File: config.mk
export PLATFORM = sky130hd
export DESIGN_NAME = pow2_arbiter
export DESIGN_NICKNAME = d
export VERILOG_FILES = /design/src/rtl/pow2_arb_pkg.sv /design/src/rtl/pow2_tag_fifo.sv /design/src/rtl/pow2_arbiter.sv
export SDC_FILE = /design/constraint.sdc
export NUM_CORES = 1
export LEC_CHECK = 0
export CORE_AREA = 2 2 95 97
export DETAILED_ROUTE_END_ITERATION = 8
export DIE_AREA = 0 0 97 99
export GPL_ROUTABILITY_DRIVEN = 1
export HOLD_SLACK_MARGIN = 0.06
export PLACE_DENSITY_LB_ADDON = 0.1
export SYNTH_ARGS = -nofsm -noshare
export SYNTH_HDL_FRONTEND = slang
export SYNTH_SLANG_ARGS = --single-unit
export TNS_END_PERCENT = 100
File: constraint.sdc
create_clock -name clk_i -period 5.15 [get_ports clk_i]
set_input_delay 1.03 -clock clk_i [delete_from_list [all_inputs] [get_ports clk_i]]
set_output_delay 1.03 -clock clk_i [all_outputs]
set_load 0.03 [all_outputs]
File: src/rtl/pow2_arb_pkg.sv
// Shared constants and helpers for the pow2 round-robin arbiter.
// Optional grant counters are enabled with POW2_ARB_STATS_EN.
package pow2_arb_pkg;

  localparam int unsigned width_lp       = 32;
  localparam int unsigned stats_width_lp = 16;

  function automatic int unsigned tag_width(
    input int unsigned n
  );
    return (n > 2) ? $clog2(n) : 1;
  endfunction

endpackage

File: src/rtl/pow2_tag_fifo.sv
// In-order tag FIFO recording which requester owns each in-flight op.
// Pointers wrap modulo the depth, so any depth >= 2 is supported.
module pow2_tag_fifo
  import pow2_arb_pkg::*;
#(
  parameter int unsigned els_p   = 4,
  parameter int unsigned width_p = 2
) (
  input  logic               clk_i,
  input  logic               reset_i,
  input  logic               push_i,
  input  logic [width_p-1:0] data_i,
  input  logic               pop_i,
  output logic [width_p-1:0] data_o,
  output logic               full_o,
  output logic               empty_o
);

  localparam int unsigned ptr_w_lp = tag_width(els_p);
  localparam int unsigned cnt_w_lp = $clog2(els_p + 1);

  typedef logic [ptr_w_lp-1:0] ptr_t;
  typedef logic [cnt_w_lp-1:0] cnt_t;

  localparam ptr_t last_lp  = ptr_t'(els_p - 1);
  localparam cnt_t depth_lp = cnt_t'(els_p);

  logic [width_p-1:0] mem_q [els_p];
  ptr_t wr_q, wr_d;
  ptr_t rd_q, rd_d;
  cnt_t cnt_q, cnt_d;
  logic push_ok, pop_ok;

  assign full_o  = (cnt_q == depth_lp);
  assign empty_o = (cnt_q == '0);
  assign push_ok = push_i & ~full_o;
  assign pop_ok  = pop_i & ~empty_o;
  assign data_o  = mem_q[rd_q];

  always_comb begin
    wr_d  = wr_q;
    rd_d  = rd_q;
    cnt_d = cnt_q;
    if (push_ok)
      wr_d = (wr_q == last_lp) ? '0 : wr_q + 1'b1;
    if (pop_ok)
      rd_d = (rd_q == last_lp) ? '0 : rd_q + 1'b1;
    unique case ({push_ok, pop_ok})
      2'b10:   cnt_d = cnt_q + 1'b1;
      2'b01:   cnt_d = cnt_q - 1'b1;
      default: cnt_d = cnt_q;
    endcase
  end

  always_ff @(posedge clk_i or posedge reset_i) begin
    if (reset_i) begin
      wr_q  <= '0;
      rd_q  <= '0;
      cnt_q <= '0;
      for (int i = 0; i < int'(els_p); i++)
        mem_q[i] <= '0;
    end else begin
      wr_q  <= wr_d;
      rd_q  <= rd_d;
      cnt_q <= cnt_d;
      if (push_ok)
        mem_q[wr_q] <= data_i;
    end
  end

endmodule

File: src/rtl/pow2_arbiter.sv
// Round-robin arbiter sharing one pow2 unit among els_p requesters.
// Define POW2_ARB_STATS_EN to add per-requester saturating grant counters.
module pow2_arbiter
  import pow2_arb_pkg::*;
#(
  parameter int unsigned els_p          = 4,
  parameter int unsigned width_p        = width_lp,
  parameter int unsigned tag_fifo_els_p = 4
) (
  input  logic                     clk_i,
  input  logic                     reset_i,
  input  logic [els_p*width_p-1:0] exp_i,
  input  logic [els_p-1:0]         v_i,
  output logic [els_p-1:0]         ready_o,
  output logic [width_p-1:0]       data_o,
  output logic [els_p-1:0]         v_o,
  input  logic [els_p-1:0]         yumi_i,
  output logic [width_p-1:0]       pow2_exp_o,
  output logic                     pow2_v_o,
  input  logic                     pow2_ready_i,
  input  logic [width_p-1:0]       pow2_data_i,
  input  logic                     pow2_v_i,
  output logic                     pow2_yumi_o
`ifdef POW2_ARB_STATS_EN
  ,
  output logic [els_p*stats_width_lp-1:0] grant_count_o
`endif
);

  localparam int unsigned tag_w_lp = tag_width(els_p);

  typedef logic [tag_w_lp-1:0] tag_t;

  localparam tag_t last_lp = tag_t'(els_p - 1);

  tag_t        rr_q, rr_d;
  tag_t        grant, head, idx;
  int unsigned sum;
  logic        found, any_v, full, empty;
  logic        issue, ret_v;

  assign any_v = |v_i;

  always_comb begin
    grant = '0;
    found = 1'b0;
    sum   = 0;
    idx   = '0;
    for (int unsigned i = 0; i < els_p; i++) begin
      sum = 32'(rr_q) + i;
      idx = tag_t'((sum >= els_p) ? sum - els_p : sum);
      if (!found && v_i[idx]) begin
        grant = idx;
        found = 1'b1;
      end
    end
  end

  // Reset masks the request side so nothing issues or pushes while flushing.
  assign pow2_v_o = any_v & ~full & ~reset_i;
  assign issue    = pow2_v_o & pow2_ready_i;

  assign pow2_exp_o = (any_v & ~reset_i)
    ? exp_i[grant*width_p +: width_p]
    : '0;

  always_comb begin
    ready_o        = '0;
    ready_o[grant] = issue;
  end

  assign ret_v       = pow2_v_i & ~empty;
  assign pow2_yumi_o = ret_v & yumi_i[head];
  assign data_o      = pow2_data_i;

  always_comb begin
    v_o       = '0;
    v_o[head] = ret_v;
  end

  always_comb begin
    rr_d = rr_q;
    if (issue)
      rr_d = (grant == last_lp) ? '0 : grant + 1'b1;
  end

  always_ff @(posedge clk_i or posedge reset_i) begin
    if (reset_i)
      rr_q <= '0;
    else
      rr_q <= rr_d;
  end

  pow2_tag_fifo #(
    .els_p   (tag_fifo_els_p),
    .width_p (tag_w_lp)
  ) u_tag_fifo (
    .clk_i   (clk_i),
    .reset_i (reset_i),
    .push_i  (issue),
    .data_i  (grant),
    .pop_i   (pow2_yumi_o),
    .data_o  (head),
    .full_o  (full),
    .empty_o (empty)
  );

`ifdef POW2_ARB_STATS_EN
  typedef logic [stats_width_lp-1:0] cnt_t;

  cnt_t cnt_q [els_p];
  cnt_t cnt_d [els_p];

  always_comb begin
    for (int unsigned i = 0; i < els_p; i++) begin
      cnt_d[i] = cnt_q[i];
      if (issue && grant == tag_t'(i) && cnt_q[i] != '1)
        cnt_d[i] = cnt_q[i] + 1'b1;
    end
  end

  always_ff @(posedge clk_i or posedge reset_i) begin
    if (reset_i) begin
      for (int unsigned i = 0; i < els_p; i++)
        cnt_q[i] <= '0;
    end else begin
      for (int unsigned i = 0; i < els_p; i++)
        cnt_q[i] <= cnt_d[i];
    end
  end

  for (genvar g = 0; g < int'(els_p); g++) begin : g_cnt
    assign grant_count_o[g*stats_width_lp +: stats_width_lp] = cnt_q[g];
  end
`endif

endmodule

==> metrics.yaml <==
outcome: "finished, final reports clean"
fin_crit_ps: 4440
gr-total-overflow: 0
routed_wl_mm: 9.279
path_class: "input port to output port"
setup_viol: 0
timing.setup.tns_ps: 0
fmax_mhz: 225.3
dp_hpwl_mm: 7.108
swShare_pct: 50.37
pwr-share-clk_pct: 6.0
syn_area_per_cell_um2: 7.718
route.detailed.drc: 0
cap_violations: 0
combPwrFrac_pct: 77.3
powerDensity_nw_per_um2: 399.7
relSlewSlack_pct: 65.47
utilization_pct: 48.33
path_clk_slew_ps: 70
firstDrtPassIters: 4
peakVddDrop_mv: 0.1891
gp_congestion: 0.8260
die_x_um: 97
end_kind: "output port"
drive_above_1_share_pct: 14.69
hold_class: "register to register"
grt_max_degree: 67
viasPerCell: 5.101
p_leak_uw: 0.001753
dieArea_um2: 9603
grt_usage_pct: 17.77
area_growth_pct: 66.82
holdBufCountCts: 0
syn_inst: 321
slew_violations: 0
nets: 640
period_share_pct: 86.20
numCtsBuffers: 3
numPortBuffers: 181
crit_required_ps: 4120
critPathArrivalTime_ps: 3410
cts.sinks: 17
worst_slew_pin_slew_ps: 517.2
wl_per_cell_um: 16.45
vias: 2877
syn_nets: 504
first_global_vias: 2903
ant_nets: 0
antennaDiodeCount: 0
cts.path.max_buffers: 2
antenna_found_initial: 0
ys_seq_area_share_pct: 17.17
clock_latency_ps: 250
core_um2: 8551
synth_top_area_cell: "dfrtp_1"
io_pins: 246
synth.distinct_cells: 36
p_sw_uw: 832.0
cts_tree: "built"
yosys_register_bits: 17
yosys_warnings: 0
hold_viol_final: 0
worst-path-max-fanout: 66
start_util_pct: 28.97
postCtsSetupRepairBufs: 0
p_seq_share_pct: 16.7
die_h_um: 99
drt_iter0_drc: 72
start_kind: "input port"
rows: 34
netlist.area_leader.share_pct: 17.17
skew_ps: 4.078
rsz0062_at_grt: "false"
synth_area_leaders: "dfrtp_1 (17%), a311oi_1 (11%), nand2_1 (11%)"
root_buffer: "clkbuf_8"
synth_area_um2: 2477
htree_levels: 1
power.internal_uw: 819.8
post_cts_resized: 0
grt_pass1_wl_mm: 14.14
-- layout by cell type (no fill, tap or decap), types with 10 or more instances in the layout --
cell             count
clkdlybuf4s50_1    147
nand2_1             71
buf_4               39
and3_1              32
a211oi_1            32
a311oi_1            32
dfrtp_1             17
inv_1               10
mux2_2              10
ha_1                10
-- logic make-up (layout without fill, tap and decap cells) --
family	after synthesis	in the layout	share of synthesized area [%]
AOI/OAI and AO/OA	77	77	26.36
xor gates and xnor gates	3	3	1.061
adders and majority gates	11	11	5.859
buffers and inverters	71	206	17.63
DFF	17	17	17.17
muxes	19	19	8.788
and+or+nand+nor	123	123	23.13
-- final timing paths --
check	startpoint	endpoint	slack [ps]	cells after the start
setup / recovery	v_i[2]	ready_o[0]	710	8
hold / removal	u_tag_fifo.mem_q[6]	u_tag_fifo.mem_q[6]	510	1
setup reg to reg	u_tag_fifo.rd_q[0]	u_tag_fifo.cnt_q[2]	2520	10
hold reg to reg	u_tag_fifo.mem_q[6]	u_tag_fifo.mem_q[6]	510	1
max in group asynchronous	reset_i	rr_q[0]	3740	3
min in group asynchronous	reset_i	u_tag_fifo.rd_q[0]	1220	3
-- power by group through the flow --
stage                     Clock, uW  Combinational, uW  Sequential (uW)
after floorplan                   0                922              259
after global placement            0               1280              275
after detailed placement          0               1290              279
after CTS                       103               1300              276
after global routing            110               1390              286
final                          98.8               1280              276
-- critical path: stages --
cell and delay [ps]:
clkdlybuf4s50_1 500, nor2b_1 180, a221o_1 350, nand2_2 110, buf_12 260, ha_1 190, and2_1 110, clkdlybuf4s50_1 660
-- per-layer routing --
layer / part of all wire, % / global-route usage, %
met1: 39 / 20.33
met2: 53 / 33.44
met3: 7.3 / 4.043
met4: 1.3 / 4.334
met5: 0 / 0
-- cell usage after synthesis --
cell and n:
buf_6 6, nor3_2 1, mux2_2 10, inv_2 1
nand2_2 1, nand2_1 71, a311oi_1 32, ha_1 10
o311ai_2 1, a211oi_2 1, a21oi_1 3, o22ai_2 1
fa_1 1, nor2b_1 4, a221o_1 1, a211oi_1 32
mux2_1 2, o21bai_1 1, o21ai_0 2, clkinv_1 1
clkbuf_1 17, and3_1 32, inv_1 10, xnor2_1 1
xor2_1 2, buf_2 4, o22ai_1 1, mux4_2 1
buf_4 32, nor2_1 9, and2_1 4, o311ai_4 1
dfrtp_1 17, o41ai_2 1, nand2b_1 1, mux2i_1 6
-- area by class of cell --
class | count | area (um2)
Timing Repair Buffer | 190 | 1844
Fill cell | 844 | 4418
Tap cell | 108 | 135.1
Multi-Input combinational cell | 233 | 1637
Inverter | 12 | 45.04
Clock inverter | 1 | 5.005
Sequential cell | 17 | 425.4
Clock buffer | 3 | 41.29
-- registers in the layout, indices dropped and copies added, names as in the netlist --
register	count
rr_q	2
u_tag_fifo.cnt_q	3
u_tag_fifo.mem_q	8
u_tag_fifo.rd_q	2
u_tag_fifo.wr_q	2
-- metrics by stage --
step	instances	cell area [um2]	hold slack [ps]	power, uW	setup slack, ps
finish	564	4133	509.0	1652	710.5
detailed placement	560	4086	494.8	1573	676.2
global placement	560	4086	489.7	1552	707.7
floorplan	321	2477	473.8	1181	1339
CTS	564	4133	511.5	1677	675.3
global route	564	4133	531.1	1789	567.7
No activity file was read; power rests on OpenSTA's default activity.
